File: config.mk
export PLATFORM = sky130hd
export DESIGN_NAME = forwarding_hazard_unit_flat
export DESIGN_NICKNAME = d
export VERILOG_FILES = /design/src/rtl/forwarding_hazard_unit_if.sv /design/src/rtl/forwarding_hazard_unit.sv /design/src/flat_wrapper.sv
export SDC_FILE = /design/constraint.sdc
export NUM_CORES = 1
export LEC_CHECK = 0
export CAP_MARGIN = 20
export CELL_PAD_IN_SITES_DETAIL_PLACEMENT = 0
export CELL_PAD_IN_SITES_GLOBAL_PLACEMENT = 1
export CORE_MARGIN = 1
export CORE_UTILIZATION = 45
export CTS_BUF_LIST = sky130_fd_sc_hd__clkbuf_8
export CTS_CLUSTER_SIZE = 30
export DETAILED_ROUTE_END_ITERATION = 12
export PLACE_DENSITY_LB_ADDON = 0.2
export SETUP_SLACK_MARGIN = 0.3
export SLEW_MARGIN = 0
export SYNTH_ARGS = -nofsm -noshare
export SYNTH_HDL_FRONTEND = slang
export SYNTH_SLANG_ARGS = --single-unit
File: constraint.sdc
create_clock -name clk -period 2.6 [get_ports clk]
set_clock_uncertainty 0.15 [all_clocks]
set_input_delay 0.52 -clock clk [delete_from_list [all_inputs] [get_ports clk]]
set_output_delay 0.52 -clock clk [all_outputs]
set_load 0.005 [all_outputs]
File: src/rtl/forwarding_hazard_unit_if.sv
// Decode/control signals into the forwarding and hazard unit, and the mux selects
// and stall request it hands back to the datapath.
interface forwarding_hazard_unit_if #(
    parameter int REG_IDX_W = 5
);
    logic                 id_valid;
    logic [REG_IDX_W-1:0] id_rs1;
    logic [REG_IDX_W-1:0] id_rs2;
    logic                 id_uses_rs1;
    logic                 id_uses_rs2;
    logic                 id_is_store;
    logic [REG_IDX_W-1:0] id_rd;
    logic                 id_reg_write;
    logic                 id_is_load;
    logic                 stall_in;
    logic                 flush;
    logic [1:0]           rs1mux_sel;
    logic [1:0]           rs2mux_sel;
    logic                 wdatamux_sel;
    logic                 load_use_stall;

    modport master (
        output id_valid, id_rs1, id_rs2, id_uses_rs1, id_uses_rs2, id_is_store,
               id_rd, id_reg_write, id_is_load, stall_in, flush,
        input  rs1mux_sel, rs2mux_sel, wdatamux_sel, load_use_stall
    );

    modport slave (
        input  id_valid, id_rs1, id_rs2, id_uses_rs1, id_uses_rs2, id_is_store,
               id_rd, id_reg_write, id_is_load, stall_in, flush,
        output rs1mux_sel, rs2mux_sel, wdatamux_sel, load_use_stall
    );
endinterface

File: src/rtl/forwarding_hazard_unit.sv
// Operand forwarding selects and load-use stall for the 5-stage RV32I pipeline,
// driven from a shadow pipe of register-usage metadata (EX, MEM, WB).
module forwarding_hazard_unit #(
    parameter int REG_IDX_W      = 5,
    parameter bit LOAD_STORE_FWD = 1'b1
) (
    input logic                    clk,
    input logic                    rst,
    forwarding_hazard_unit_if.slave hz
);

    logic                 ex_v, ex_u1, ex_u2, ex_st, ex_rw, ex_ld;
    logic [REG_IDX_W-1:0] ex_rs1, ex_rs2, ex_rd;

    logic                 mem_v, mem_rw, mem_ld, mem_st;
    logic [REG_IDX_W-1:0] mem_rd, mem_rs2;

    logic                 wb_v, wb_rw;
    logic [REG_IDX_W-1:0] wb_rd;

    logic                 hit1, hit2, lu_stall;
    logic [1:0]           rs1_sel, rs2_sel;
    logic                 wdata_sel;

    // A stage produces r only if it is live, writes, and targets a non-zero register.
    function automatic logic writes(input logic v, input logic rw,
                                    input logic [REG_IDX_W-1:0] rd,
                                    input logic [REG_IDX_W-1:0] r);
        return v & rw & (rd != '0) & (rd == r);
    endfunction

    always_comb begin
        hit1     = hz.id_uses_rs1 & (hz.id_rs1 == ex_rd);
        hit2     = (hz.id_uses_rs2 | (hz.id_is_store & ~LOAD_STORE_FWD))
                   & (hz.id_rs2 == ex_rd);
        lu_stall = hz.id_valid & ex_v & ex_ld & (ex_rd != '0) & (hit1 | hit2)
                   & ~hz.flush & ~hz.stall_in;
    end

    // A load sitting in MEM is never a forwarding source; the stall keeps it out of reach.
    always_comb begin
        rs1_sel = 2'b00;
        if (ex_u1) begin
            if (writes(mem_v, mem_rw, mem_rd, ex_rs1) && !mem_ld) begin
                rs1_sel = 2'b01;
            end else if (writes(wb_v, wb_rw, wb_rd, ex_rs1)) begin
                rs1_sel = 2'b10;
            end
        end
    end

    always_comb begin
        rs2_sel = 2'b00;
        if (ex_u2 | ex_st) begin
            if (writes(mem_v, mem_rw, mem_rd, ex_rs2) && !mem_ld) begin
                rs2_sel = 2'b01;
            end else if (writes(wb_v, wb_rw, wb_rd, ex_rs2)) begin
                rs2_sel = 2'b10;
            end
        end
    end

    always_comb begin
        wdata_sel = LOAD_STORE_FWD & mem_v & mem_st & writes(wb_v, wb_rw, wb_rd, mem_rs2);
    end

    assign hz.rs1mux_sel     = rs1_sel;
    assign hz.rs2mux_sel     = rs2_sel;
    assign hz.wdatamux_sel   = wdata_sel;
    assign hz.load_use_stall = lu_stall;

    // A global freeze holds everything; flush and load-use both put a bubble into EX,
    // and a flush also kills the instruction moving from EX into MEM.
    always_ff @(posedge clk or negedge rst) begin
        if (!rst) begin
            ex_v    <= 1'b0;
            ex_rs1  <= '0;
            ex_rs2  <= '0;
            ex_u1   <= 1'b0;
            ex_u2   <= 1'b0;
            ex_st   <= 1'b0;
            ex_rd   <= '0;
            ex_rw   <= 1'b0;
            ex_ld   <= 1'b0;
            mem_v   <= 1'b0;
            mem_rd  <= '0;
            mem_rw  <= 1'b0;
            mem_ld  <= 1'b0;
            mem_st  <= 1'b0;
            mem_rs2 <= '0;
            wb_v    <= 1'b0;
            wb_rd   <= '0;
            wb_rw   <= 1'b0;
        end else if (!hz.stall_in) begin
            wb_v    <= mem_v;
            wb_rd   <= mem_rd;
            wb_rw   <= mem_rw;
            mem_v   <= ex_v & ~hz.flush;
            mem_rd  <= ex_rd;
            mem_rw  <= ex_rw;
            mem_ld  <= ex_ld;
            mem_st  <= ex_st;
            mem_rs2 <= ex_rs2;
            if (hz.flush || lu_stall) begin
                ex_v   <= 1'b0;
                ex_rs1 <= '0;
                ex_rs2 <= '0;
                ex_u1  <= 1'b0;
                ex_u2  <= 1'b0;
                ex_st  <= 1'b0;
                ex_rd  <= '0;
                ex_rw  <= 1'b0;
                ex_ld  <= 1'b0;
            end else begin
                ex_v   <= hz.id_valid;
                ex_rs1 <= hz.id_rs1;
                ex_rs2 <= hz.id_rs2;
                ex_u1  <= hz.id_uses_rs1;
                ex_u2  <= hz.id_uses_rs2;
                ex_st  <= hz.id_is_store;
                ex_rd  <= hz.id_rd;
                ex_rw  <= hz.id_reg_write;
                ex_ld  <= hz.id_is_load;
            end
        end
    end

endmodule

File: src/flat_wrapper.sv
// flat-port wrapper written by rule: the top's interface ports become plain ports
module forwarding_hazard_unit_flat 
#(
    parameter int REG_IDX_W      = 5,
    parameter bit LOAD_STORE_FWD = 1'b1
)
  (clk, rst, hz_id_valid, hz_id_rs1, hz_id_rs2, hz_id_uses_rs1, hz_id_uses_rs2, hz_id_is_store, hz_id_rd, hz_id_reg_write, hz_id_is_load, hz_stall_in, hz_flush, hz_rs1mux_sel, hz_rs2mux_sel, hz_wdatamux_sel, hz_load_use_stall);
  forwarding_hazard_unit_if #(.REG_IDX_W(REG_IDX_W)) hz_i ();
  input logic clk;
  input logic rst;
  input wire logic [$bits(hz_i.id_valid)-1:0] hz_id_valid;
  input wire logic [$bits(hz_i.id_rs1)-1:0] hz_id_rs1;
  input wire logic [$bits(hz_i.id_rs2)-1:0] hz_id_rs2;
  input wire logic [$bits(hz_i.id_uses_rs1)-1:0] hz_id_uses_rs1;
  input wire logic [$bits(hz_i.id_uses_rs2)-1:0] hz_id_uses_rs2;
  input wire logic [$bits(hz_i.id_is_store)-1:0] hz_id_is_store;
  input wire logic [$bits(hz_i.id_rd)-1:0] hz_id_rd;
  input wire logic [$bits(hz_i.id_reg_write)-1:0] hz_id_reg_write;
  input wire logic [$bits(hz_i.id_is_load)-1:0] hz_id_is_load;
  input wire logic [$bits(hz_i.stall_in)-1:0] hz_stall_in;
  input wire logic [$bits(hz_i.flush)-1:0] hz_flush;
  output wire logic [$bits(hz_i.rs1mux_sel)-1:0] hz_rs1mux_sel;
  output wire logic [$bits(hz_i.rs2mux_sel)-1:0] hz_rs2mux_sel;
  output wire logic [$bits(hz_i.wdatamux_sel)-1:0] hz_wdatamux_sel;
  output wire logic [$bits(hz_i.load_use_stall)-1:0] hz_load_use_stall;
  assign hz_i.id_valid = hz_id_valid;
  assign hz_i.id_rs1 = hz_id_rs1;
  assign hz_i.id_rs2 = hz_id_rs2;
  assign hz_i.id_uses_rs1 = hz_id_uses_rs1;
  assign hz_i.id_uses_rs2 = hz_id_uses_rs2;
  assign hz_i.id_is_store = hz_id_is_store;
  assign hz_i.id_rd = hz_id_rd;
  assign hz_i.id_reg_write = hz_id_reg_write;
  assign hz_i.id_is_load = hz_id_is_load;
  assign hz_i.stall_in = hz_stall_in;
  assign hz_i.flush = hz_flush;
  assign hz_rs1mux_sel = hz_i.rs1mux_sel;
  assign hz_rs2mux_sel = hz_i.rs2mux_sel;
  assign hz_wdatamux_sel = hz_i.wdatamux_sel;
  assign hz_load_use_stall = hz_i.load_use_stall;
  forwarding_hazard_unit #(.REG_IDX_W(REG_IDX_W), .LOAD_STORE_FWD(LOAD_STORE_FWD)) u_core (.clk(clk), .rst(rst), .hz(hz_i));
endmodule
# Word level (Yosys, flattened, before mapping)
# Index checks and enable logic that the tools add are counted.
[totals]
register_bits = 42
in_bits = 25
output_inout_bits = 6
[classes]
eq_ne = 7
mux = 15
bitwise = 24
n_reduce_logical = 7
[op_table]
columns = ["op", "n"]
rows = [
  ["$eq A5 B5 Y1", 7],
  ["$and A1 B1 Y1", 20],
  ["$mux W5", 3],
  ["$reduce_bool A5 Y1", 3],
  ["$mux W2", 6],
  ["$mux W1", 6],
  ["$logic_and A1 B1 Y1", 2],
  ["$not A1 Y1", 2],
  ["$or A1 B1 Y1", 2],
  ["$logic_not A1 Y1", 1],
  ["$logic_or A1 B1 Y1", 1],
]

# Longest topological paths before layout
# Gate-level depths: netlist (run 1).
[logic_depth]
word_depth = 8
mapped_depth = 5
depth_no_buf = 4

# Least setup slack after synthesis (run 1)
# No wires, ideal clock.
[synth_timing]
path_type = "register -> output"
start = "register u_core.ex_rd[1]"
end = "output hz_load_use_stall"
t_arrival_ns = 1.526
required_ns = 1.930
setup_slack_ns = 0.404
path_stages_with_launch = 5
cell_sequence = "dfrtp_1 -> or4_4 -> o2111ai_4 -> buf_6 -> and3b_1"
[synth_via]
elab_chain_cells = 6
[synth_lines]
columns = ["element", "line_no", "rtl"]
rows = [
  ["start, declared", "forwarding_hazard_unit.sv:13", "logic [REG_IDX_W-1:0] ex_rs1, ex_rs2, ex_rd;"],
  ["start signal, assigned", "forwarding_hazard_unit.sv:121", "ex_rd <= hz.id_rd;"],
  ["$eq A5 B5 Y1 (on tied branches)", "forwarding_hazard_unit.sv:33, forwarding_hazard_unit.sv:35", ""],
  ["$and A1 B1 Y1 (on tied branches)", "forwarding_hazard_unit.sv:33, forwarding_hazard_unit.sv:35", ""],
  ["$or A1 B1 Y1", "forwarding_hazard_unit.sv:36", "lu_stall = hz.id_valid & ex_v & ex_ld & (ex_rd != '0) & (hit1 | hit2)"],
  ["$and A1 B1 Y1 *", "forwarding_hazard_unit.sv:36", ""],
  ["$and A1 B1 Y1 * (2 in series)", "forwarding_hazard_unit.sv:37", "& ~hz.flush & ~hz.stall_in;"],
  ["end, declared", "flat_wrapper.sv:25", "output wire logic [$bits(hz_i.load_use_stall)-1:0] hz_load_use_stall;"],
]
# Mark *: on every way between the ends. The rest lies on a longest branch, timed or not.

# Worst setup path in the final report (run 1)
[layout_timing]
start = "register u_core.mem_rd[4]"
end = "output hz_rs2mux_sel[1]"
[layout_via]
elab_chain_cells = 6
[layout_lines]
columns = ["element", "line_no", "rtl"]
rows = [
  ["start, declared", "forwarding_hazard_unit.sv:16", "logic [REG_IDX_W-1:0] mem_rd, mem_rs2;"],
  ["start signal, assigned", "forwarding_hazard_unit.sv:99", "mem_rd <= ex_rd;"],
  ["$reduce_bool A5 Y1", "forwarding_hazard_unit.sv:29", "return v & rw & (rd != '0) & (rd == r);"],
  ["$and A1 B1 Y1", "forwarding_hazard_unit.sv:29", ""],
  ["$and A1 B1 Y1 *", "forwarding_hazard_unit.sv:29", ""],
  ["$logic_and A1 B1 Y1 *", "forwarding_hazard_unit.sv:55", "if (writes(mem_v, mem_rw, mem_rd, ex_rs2) && !mem_ld) begin"],
  ["$mux W2 *", "forwarding_hazard_unit.sv:55", ""],
  ["$mux W2 *", "forwarding_hazard_unit.sv:54", "if (ex_u2 | ex_st) begin"],
  ["end, declared", "flat_wrapper.sv:23", "output wire logic [$bits(hz_i.rs2mux_sel)-1:0] hz_rs2mux_sel;"],
]
# Marked as above.

==> results of run 1 <==
-- area by class of cell --
class | count | area [um^2]
multi-input combinational | 149 | 1220
fill | 379 | 1670
tap | 67 | 83.8
timing repair buffer | 76 | 617
clock buffer | 5 | 68.8
inverter | 1 | 3.75
clock inverter | 3 | 68.8
sequential | 42 | 1050
-- cells in the final DEF (no fill, tap or decap) --
master,n
dlygate4sd3_1,1
nor2_2,1
dlygate4sd2_1,5
buf_4,43
dlymetal6s2s_1,1
buf_2,7
clkbuf_8,5
clkdlybuf4s50_1,17
a32oi_1,21
nor4_1,1
o2111ai_4,2
nand2_1,24
nor3_1,1
o21a_1,1
bufinv_16,2
nand4_1,4
o211ai_1,1
nand3_1,4
buf_6,2
xnor2_1,24
and3b_1,1
dfrtp_1,41
o21ai_1,17
nor4_2,1
o21ai_2,2
xnor2_2,3
o22ai_2,1
clkinv_4,1
nand2b_1,1
mux2_2,20
dfrtp_2,1
nor3_4,1
nor4_4,2
xor2_1,8
or4_4,3
inv_1,1
o21ai_0,4
and2_1,1
-- flip-flops by register name (all words and copies together), names as in the netlist, 5 cells and up --
signal / flops
u_core.ex_rs2: 5
u_core.ex_rd: 5
u_core.mem_rd: 5
u_core.mem_rs2: 5
u_core.wb_rd: 5
u_core.ex_rs1: 5
-- final timing paths --
path | slack [ns] | to
setup / recovery | -0.06 | hz_rs2mux_sel[1]
hold / removal | 0.37 | u_core.mem_rw
setup reg to reg | 0.61 | u_core.ex_rs2[3]
hold reg to reg | 0.37 | u_core.mem_rw
max in group asynchronous | 1.07 | u_core.wb_rd[2]
min in group asynchronous | 0.53 | u_core.mem_st
-- layer usage --
layer / up-vias / track usage [%]
met5: - / 0
met2: 49 / 44.7
met1: 971 / 31.4
met3: 6 / 4.28
li1: 897 / -
met4: 0 / 6.75
-- timing repair --
item	in CTS	in global routing
setup buffers	10	0
gates resized for setup	40	6
hold buffers	1	0
endpoints found under the hold margin	2	0
setup endpoints to repair	6	6
pin swaps	15	13
-- cell families (layout without fill, tap and decap cells) --
logic type,Yosys count,in the layout,share of synthesized area [%]
simple gates,45,45,10.1
mux,20,20,9.99
compound gates,49,49,16.4
xor+xnor,35,35,13.6
flops,42,42,46.6
buf+inv,14,85,3.33
-- power by group through the flow --
| stage | logic (mW) | registers (mW) | clock network (mW) |
|---|---|---|---|
| after floorplan | 0.280 | 0.857 | 0 |
| after global placement | 0.478 | 0.859 | 0 |
| after detailed placement | 0.495 | 0.865 | 0 |
| after CTS | 0.558 | 0.851 | 0.633 |
| after global routing | 0.619 | 0.866 | 0.664 |
| final | 0.574 | 0.856 | 0.621 |
-- worst reg2reg max path: cells and delay by family (launching register included) --
| kind | cells | cell delay [ns] |
|---|---|---|
| flip-flops | 1 | 0.38 |
| AO/OA/AOI/OAI | 3 | 0.45 |
| buffers and inverters | 2 | 0.38 |
| AND/OR/NAND/NOR | 1 | 0.55 |
==> key figures, run 1 <==
Synth
  – Top cells by count, synth: 42 x dfrtp_1, 27 x xnor2_1, 24 x nand2_1
  – EDFF count, synth: 0
  – Main area contributors after synthesis: dfrtp_1 47%, xnor2_1 10%, mux2_2 10%, a32oi_1 8.2%, nand2_1 4.0%
  – Post-Syn Nets: 230
  – Avg Inst Size Synth: 11.0 um^2
  – Cell area after synthesis: 2250 um^2
  – Seq/Total Area, Yosys: 46.6%
  – Post-synthesis cell count: 205
  – Seq cells post-synth: 42
  – Count leader, synth: dfrtp_1
  – Post-synth top flop: dfrtp_1
  – Async set or reset register ratio after synthesis: 100%
  – Post-synth top area share: 46.6%
  – Area leader, netlist: dfrtp_1
  – Cell variety after synth: 31
  – Yosys warns: 0

Routing
  – Avg WL per Cell: 17.3 um
  – Iter 0 DRT Violations: 116
  – Metal3 WL: 289 um
  – Vias/cell: 5.61
  – Met2 wire len: 3150 um
  – Top sig layer: met4
  – Final antenna-violating net count: 0
  – Initial DRT Pass Iterations: 4
  – WL final: 5940 um
  – Met1 Wirelength: 2440 um
  – Residual DRC: 0
  – Via count: 1923

Setup path
  – CP endpoint kind: output pin
  – Reg2reg start: u_core.ex_rd[1]
  – Critical path depth: 6
  – Worst path max stage delay: 0.42 ns
  – WP buf/inv: 2
  – Worst Reg-to-Reg Cells: 6
  – Sequence of cells on the critical path: buf_6, or4_4, o2111ai_4, nor4_4, nor4_2, buf_2
  – Setup CP Type: reg2out
  – Critical path required time: 1.93 ns
  – Peak fanout along the critical path: 2
  – Startpoint types: flip-flop
  – Critical path launch point: u_core.mem_rd[4]
  – Worst path arrival time: 1.99 ns
  – Crit-path leading delay family: simple AND/OR/NAND/NOR gates
  – Critical-path top delay cell: or4_4

Clock tree
  – Max clock buf depth: 2
  – H-tree levels: 2
  – Clock sink total: 42
  – Skew-Pair Late Insertion Delay: 0.30 ns
  – Clock Tree Root: clkbuf_8
  – CTS buffer count: 5
  – CTS tree: built
  – Clock slew at reported path FFs: 0.09 ns

Power
  – P_sw: 0.598 mW
  – Leakage: 1.31 nW
  – Power Density: 658 nW/um^2
  – Final Total Pwr: 2.05 mW
  – Logic gate share of total power: 28.0%
  – Peak supply drop: 0.381 mV
  – Sequential share of power: 41.7%
  – Sw Ratio: 29.2%
  – Internal power: 1.45 mW
  – Part of the power in the clock network: 30.3%

Final layout
  – Fin nets: 300
  – Design Area, Final: 3110 um^2
  – Area Overhead vs Synth: 38.1%
  – Layout Cells excl Fill: 343
  – N_diodes: 0
  – Fin util: 65.1%
  – Fraction of layout instances using a drive strength above 1: 35.1%

Placement
  – GPL Wtd Cong: 0.790
  – Dpl hpwl: 4170 um
  – Placed Area: 2830 um^2
  – PortBufs: 30
  – Placed insts: 324
  – Place WS: -0.286 ns

STA
  – Crit share post-route: 102%
  – Fin. Hold Viols: 0
  – Final setup margin: -0.0561 ns
  – Setup Viol. Count Final: 3
  – Total negative slack: -0.105 ns
  – Fin. max-slew vios: 0
  – WHS: 0.365 ns
  – Rel. slew slack: 66.4%
  – F_max: 376 MHz
  – Min Tclk post-route: 2.66 ns
  – Worst-Margin Slew: 0.505 ns
  – RSZ-0062 raised after global routing: yes

Floorplan
  – Initial core utilization: 47.1%
  – FP Rows: 25
  – Die area: 5300 um^2
  – Chip height: 72.8 um
  – Core area: 4790 um^2
  – Chip Width: 72.8 um
  – IO Pins: 31

Global routing
  – Global-route wire length before repair: 9830 um
  – Gr ovfl total: 0
  – Initial antenna violation count: 0
  – Number of global-route vias before repair: 1949
  – Largest net degree at the start of global routing: 44
  – GRT Total Usage: 25.1%

Worst hold path
  – Hold Path Origin: u_core.ex_rw
  – Hold Path Class: reg2reg
  – Hold Path Depth: 1

Job
  – Max-cap violations: 0

Status
  – Status: complete, but fails checks
  – Failing checks: setup timing
(Power assumes the default switching activity.)
==> run 2, diff against run 1 <==
- SLEW_MARGIN: 0 -> default
- clock period: 2.6 -> 2.8 ns (I/O delays scaled with it)
==> run 2 against run 1 <==
- the flow now finishes without violations
- first-iteration DRC count decreased by 7.8%
- clock power decreased by 24%
- non-clock buffer count decreased by 12
- clock-buffer cell count unchanged
- via count decreased by 3.6%
- setup slack improved by 0.20 ns
- flip-flop and latch count unchanged
- design area decreased by 4.9%
- critical endpoint unchanged
- largest power group unchanged
==> key figures, run 2 (synthesis gave the netlist of run 1 again) <==
Status
  – Status: finished clean

Routing
  – Residual DRC: 0
  – Via count: 1853
  – Initial DRT Pass Iterations: 4
  – Avg WL per Cell: 16.9 um
  – Vias/cell: 5.60
  – Iter 0 DRT Violations: 107
  – WL final: 5600 um
  – Final antenna-violating net count: 0

Power
  – Sequential share of power: 46.0%
  – Peak supply drop: 0.355 mV
  – Logic gate share of total power: 26.9%
  – Sw Ratio: 30.3%
  – Part of the power in the clock network: 27.1%
  – P_sw: 0.529 mW
  – Power Density: 590 nW/um^2
  – Internal power: 1.22 mW
  – Final Total Pwr: 1.75 mW
  – Leakage: 1.21 nW

Setup path
  – CP endpoint kind: output pin
  – Critical path required time: 2.09 ns
  – Register-to-register setup slack: 0.90 ns
  – Worst path max stage delay: 0.55 ns
  – Sequence of cells on the critical path: or4_4, o2111ai_4, nor4_4, nor4_2, buf_2
  – Peak fanout along the critical path: 2
  – Worst path arrival time: 1.95 ns
  – Setup CP Type: reg2out
  – Critical-path top delay cell: or4_4
  – Startpoint types: flip-flop

Final layout
  – Fin nets: 288
  – Area Overhead vs Synth: 31.3%
  – Commonest non-fill, non-tap cell in the layout: dfrtp_1
  – Commonest cells after routing, fill and taps aside: 40 x dfrtp_1, 33 x buf_4, 26 x xnor2_1
  – Design Area, Final: 2960 um^2
  – N_diodes: 0
  – Fraction of layout instances using a drive strength above 1: 32.2%
  – # fillers: 388

Global routing
  – Gr ovfl total: 0
  – Layer with the highest usage: met2
  – Met1 Use GR: 29.8%
  – Number of global-route vias before repair: 1926
  – Met2 Use GR: 40.9%
  – Met3 Usage GRT: 4.70%
  – Initial antenna violation count: 0
  – GRT Total Usage: 23.8%
  – Largest net degree at the start of global routing: 44
  – Global-route wire length before repair: 9430 um

Floorplan
  – Core area: 4790 um^2
  – IO Pins: 31
  – Initial core utilization: 47.1%
  – Chip height: 72.8 um
  – Chip Width: 72.8 um
  – FP Rows: 25
  – Die area: 5300 um^2

Worst hold path
  – Hold Path Class: in2async

Clock tree
  – Clock Tree Root: clkbuf_8
  – Max clock buf depth: 2
  – CTS buffer count: 5
  – H-tree levels: 2
  – Clock slew at reported path FFs: 0.08 ns
  – Clock sink total: 42
  – Hold buffer count at cts: 0
  – Skew-Pair Late Insertion Delay: 0.29 ns
  – CTS tree: built

STA
  – WHS: 0.248 ns
  – Fin. max-slew vios: 0
  – Setup Viol. Count Final: 0
  – Rel. slew slack: 38.1%
  – Min Tclk post-route: 2.66 ns
  – RSZ-0062 raised after global routing: yes
  – Fin. Hold Viols: 0
  – Worst-Margin Slew: 0.929 ns
  – F_max: 376 MHz
  – Crit share post-route: 94.9%

Job
  – Max-cap violations: 0

Placement
  – PortBufs: 30
  – Placed Area: 2760 um^2
  – Dpl hpwl: 3960 um
  – GPL Wtd Cong: 0.819
## run 2: cell count changes in the layout (fill, tap and decap cells not counted), moves of 2 or more
cell             delta
clkdlybuf4s50_1     -4
xnor2_2             -2
buf_4              -10
xnor2_1             +2
dlygate4sd2_1       +5
clkinv_2            +2
## run 2: final timing paths
| kind | startpoint | to | depth (start not counted) |
|---|---|---|---|
| min in group clk | u_core.wb_v | u_core.wb_v | 1 |
| max in group asynchronous | rst | u_core.ex_rd[3] | 1 |
| hold / removal | rst | u_core.mem_rs2[4] | 1 |
| setup reg to reg | u_core.ex_rd[2] | u_core.ex_rs1[0] | 5 |
| hold reg to reg | u_core.wb_v | u_core.wb_v | 1 |
| setup / recovery | u_core.mem_rd[3] | hz_rs2mux_sel[1] | 5 |
## run 2: power by group through the flow
stage          clock network, mW  registers, mW  logic, mW
3_3_place_gp                   0          0.809      0.407
5_1_grt                    0.507          0.816      0.510
6_report                   0.474          0.803      0.469
3_5_place_dp                   0          0.813      0.422
4_1_cts                    0.483          0.800      0.469
2_1_floorplan                  0          0.796      0.260
## run 2: worst max-delay path: cells and delay by family, from the launching register on
family,cells,cell delay (ns)
DFF,1,0.38
AOI/OAI and AO/OA,1,0.26
buffers and inverters,1,0.15
and+or+nand+nor,3,0.86
## run 2: repair_timing
item,4_1_cts,5_1_grt
endpoints found under the setup margin,6,6
gates cloned,0,0
buffers inserted,8,0
gates resized for setup,45,1
pin swaps,19,4
## run 2: layout make-up
class                           instances  area [um^2]  share of cell area, %
Sequential cell                        42         1050                   35.6
Multi-Input combinational cell        149         1200                   40.5
Tap cell                               67         83.8                   2.83
Clock buffer                            5         68.8                   2.32
Clock inverter                          3         40.0                   1.35
Inverter                                1         3.75                  0.127
Timing Repair Buffer                   64          512                   17.3
## run 2: per-stage QoR
stage          cells  utilization (%)  setup TNS, ns  setup WS, ns
3_5_place_dp     315             57.7         -0.210        -0.184
3_3_place_gp     315             57.7         -0.143        -0.143
2_1_floorplan    205                -              0         0.564
5_1_grt          331             61.9              0        0.0555
6_report         331             61.9              0         0.144
4_1_cts          331             61.8              0        0.0920
## run 2: per-layer routing
layer  vias up  wire length (um)
met5         -                 0
met4         0               148
met3        13               224
met2        50              2790
met1       916              2440
li1        874                 -
==> run 3, diff against run 2 <==
- CORE_MARGIN: 1 -> 2
==> run 3 against run 2 <==
- critical endpoint unchanged
- non-clock buffer count is 6 higher
- sequential share of layout area is 0.85 points lower
- worst hold slack better by 0.019 ns
- clock-buffer cell count is 3 higher
- largest cell class unchanged
- global-route usage is 1.3 points lower
- clock power is 4.4% lower
- register-to-register slack worse by 0.53 ns
- design area is 2.5% higher
==> key figures, run 3 (synthesis gave the netlist of run 1 again) <==
Setup path
  – CP endpoint kind: output pin
  – Startpoint types: flip-flop
  – Setup CP Type: reg2out
  – R2r endpoint: u_core.ex_rd[3]
  – Register-to-register setup slack: 0.37 ns
  – Worst Reg-to-Reg Cells: 13
  – Peak fanout along the critical path: 2
  – Reg2reg start: u_core.ex_rd[0]
  – Worst path arrival time: 2.00 ns
  – Critical path required time: 2.09 ns

Routing
  – Initial DRT Pass Iterations: 4
  – Met2 wire len: 3080 um
  – Via count: 1877
  – Final antenna-violating net count: 0
  – Iter 0 DRT Violations: 95
  – Top sig layer: met4
  – Met1 Wirelength: 2570 um
  – Metal3 WL: 202 um
  – Vias/cell: 5.57
  – WL final: 5920 um
  – Residual DRC: 0
  – Avg WL per Cell: 17.6 um

Placement
  – Dpl hpwl: 4000 um
  – PortBufs: 30
  – GPL Wtd Cong: 0.834
  – Placed Area: 2750 um^2

Clock tree
  – Skew-Pair Late Insertion Delay: 0.29 ns
  – Clock sink total: 42
  – Clock Tree Root: clkbuf_8
  – Clock slew at reported path FFs: 0.08 ns
  – H-tree levels: 2
  – Max clock buf depth: 2
  – CTS tree: built
  – CTS buffer count: 5

Floorplan
  – FP Rows: 25
  – Chip height: 74.8 um
  – Core area: 4790 um^2
  – IO Pins: 31
  – Die area: 5590 um^2
  – Initial core utilization: 47.1%
  – Chip Width: 74.8 um

Worst hold path
  – Hold Path Class: in2async

Final layout
  – Design Area, Final: 3030 um^2
  – Commonest non-fill, non-tap cell in the layout: dfrtp_1
  – Commonest cells after routing, fill and taps aside: 40 x dfrtp_1, 37 x buf_4, 27 x xnor2_1
  – # fillers: 398
  – Fraction of layout instances using a drive strength above 1: 35.6%
  – Area Overhead vs Synth: 34.5%
  – Reg area: 1050 um^2
  – Multi-input gate area: 1210 um^2
  – N_diodes: 0
  – Fin nets: 294

STA
  – Min Tclk post-route: 2.71 ns
  – Crit share post-route: 96.9%
  – Worst-Margin Slew: 0.964 ns
  – Fin. max-slew vios: 0
  – RSZ-0062 raised after global routing: yes
  – Setup Viol. Count Final: 0
  – Rel. slew slack: 35.7%
  – Fin. Hold Viols: 0
  – WHS: 0.266 ns
  – F_max: 368 MHz

Global routing
  – Largest net degree at the start of global routing: 44
  – Gr ovfl total: 0
  – Initial antenna violation count: 0
  – Number of global-route vias before repair: 1900
  – Global-route wire length before repair: 9360 um
  – GRT Total Usage: 22.5%

Power
  – Peak supply drop: 0.266 mV
  – Leakage: 1.25 nW
  – Internal power: 1.21 mW
  – Logic gate share of total power: 27.8%
  – Part of the power in the clock network: 26.0%
  – P_sw: 0.530 mW
  – Sequential share of power: 46.2%
  – Final Total Pwr: 1.74 mW
  – Power Density: 574 nW/um^2
  – Sw Ratio: 30.5%

Status
  – Status: finished clean

Job
  – Max-cap violations: 0
[run 3: cell types whose count changed in the layout (fill, tap and decap cells not counted), moves of 2 or more]
cell | previous run | this run
clkinv_2 | 2 | 0
clkbuf_8 | 5 | 8
o21ai_1 | 17 | 12
buf_4 | 33 | 37
o21ai_0 | 4 | 2
o21ai_2 | 2 | 9
[run 3: area by class of cell]
| class | instances | share of cell area, % |
|---|---|---|
| clock buffer | 8 | 3.63 |
| inverter | 1 | 0.124 |
| tap | 67 | 2.76 |
| timing repair buffer | 70 | 18.7 |
| multi-input combinational | 149 | 40.0 |
| sequential | 42 | 34.7 |
[run 3: per-layer routing]
metal | track usage, % | up-vias
met1 | 28.6 | 946
met4 | 6.94 | 0
met5 | 0 | -
met3 | 3.88 | 7
li1 | - | 886
met2 | 39.1 | 38
[run 3: power groups by stage]
| stage | clock (mW) | combinational [mW] | sequential [mW] |
|---|---|---|---|
| 6_report | 0.453 | 0.484 | 0.804 |
| 5_1_grt | 0.486 | 0.526 | 0.815 |
| 4_1_cts | 0.465 | 0.464 | 0.802 |
| 3_5_place_dp | 0 | 0.420 | 0.815 |
| 3_3_place_gp | 0 | 0.405 | 0.809 |
| 2_1_floorplan | 0 | 0.260 | 0.796 |
[run 3: worst max-delay path: stages (launching register included)]
cell	delay [ns]
dfrtp_1	0.38
or4_4	0.56
o2111ai_4	0.23
buf_6	0.14
nor4_4	0.04
nor4_2	0.22
buf_2	0.15
[run 3: metrics by stage]
stage	worst slack [ns]	TNS, ns	utilization [%]	instances
CTS	0.0429	0	62.3	336
floorplan	0.564	0	-	205
global route	0.0210	0	63.4	337
finish	0.0862	0	63.4	337
global placement	-0.151	-0.151	57.5	314
detailed placement	-0.140	-0.182	57.5	314
[run 3: worst max-delay path by stage]
stage                                 from                 to  slack, ns  depth (start not counted)
after floorplan            u_core.ex_rd[1]  hz_load_use_stall       0.56                          4
after global placement        hz_id_rs2[4]  hz_load_use_stall      -0.15                          6
after detailed placement      hz_id_rs2[4]  hz_load_use_stall      -0.14                          6
after CTS                 u_core.mem_rd[2]   hz_rs2mux_sel[1]       0.04                          6
after global routing      u_core.mem_rd[2]   hz_rs2mux_sel[1]       0.02                          6
final                     u_core.mem_rd[2]   hz_rs2mux_sel[1]       0.09                          6
[run 3: repair_timing]
action | 4_1_cts | 5_1_grt
hold buffers | 0 | 0
endpoints found under the hold margin | 0 | 0
buffers inserted | 14 | 1
endpoints found under the setup margin | 6 | 27
gates resized for setup | 42 | 14
pin swaps | 15 | 6
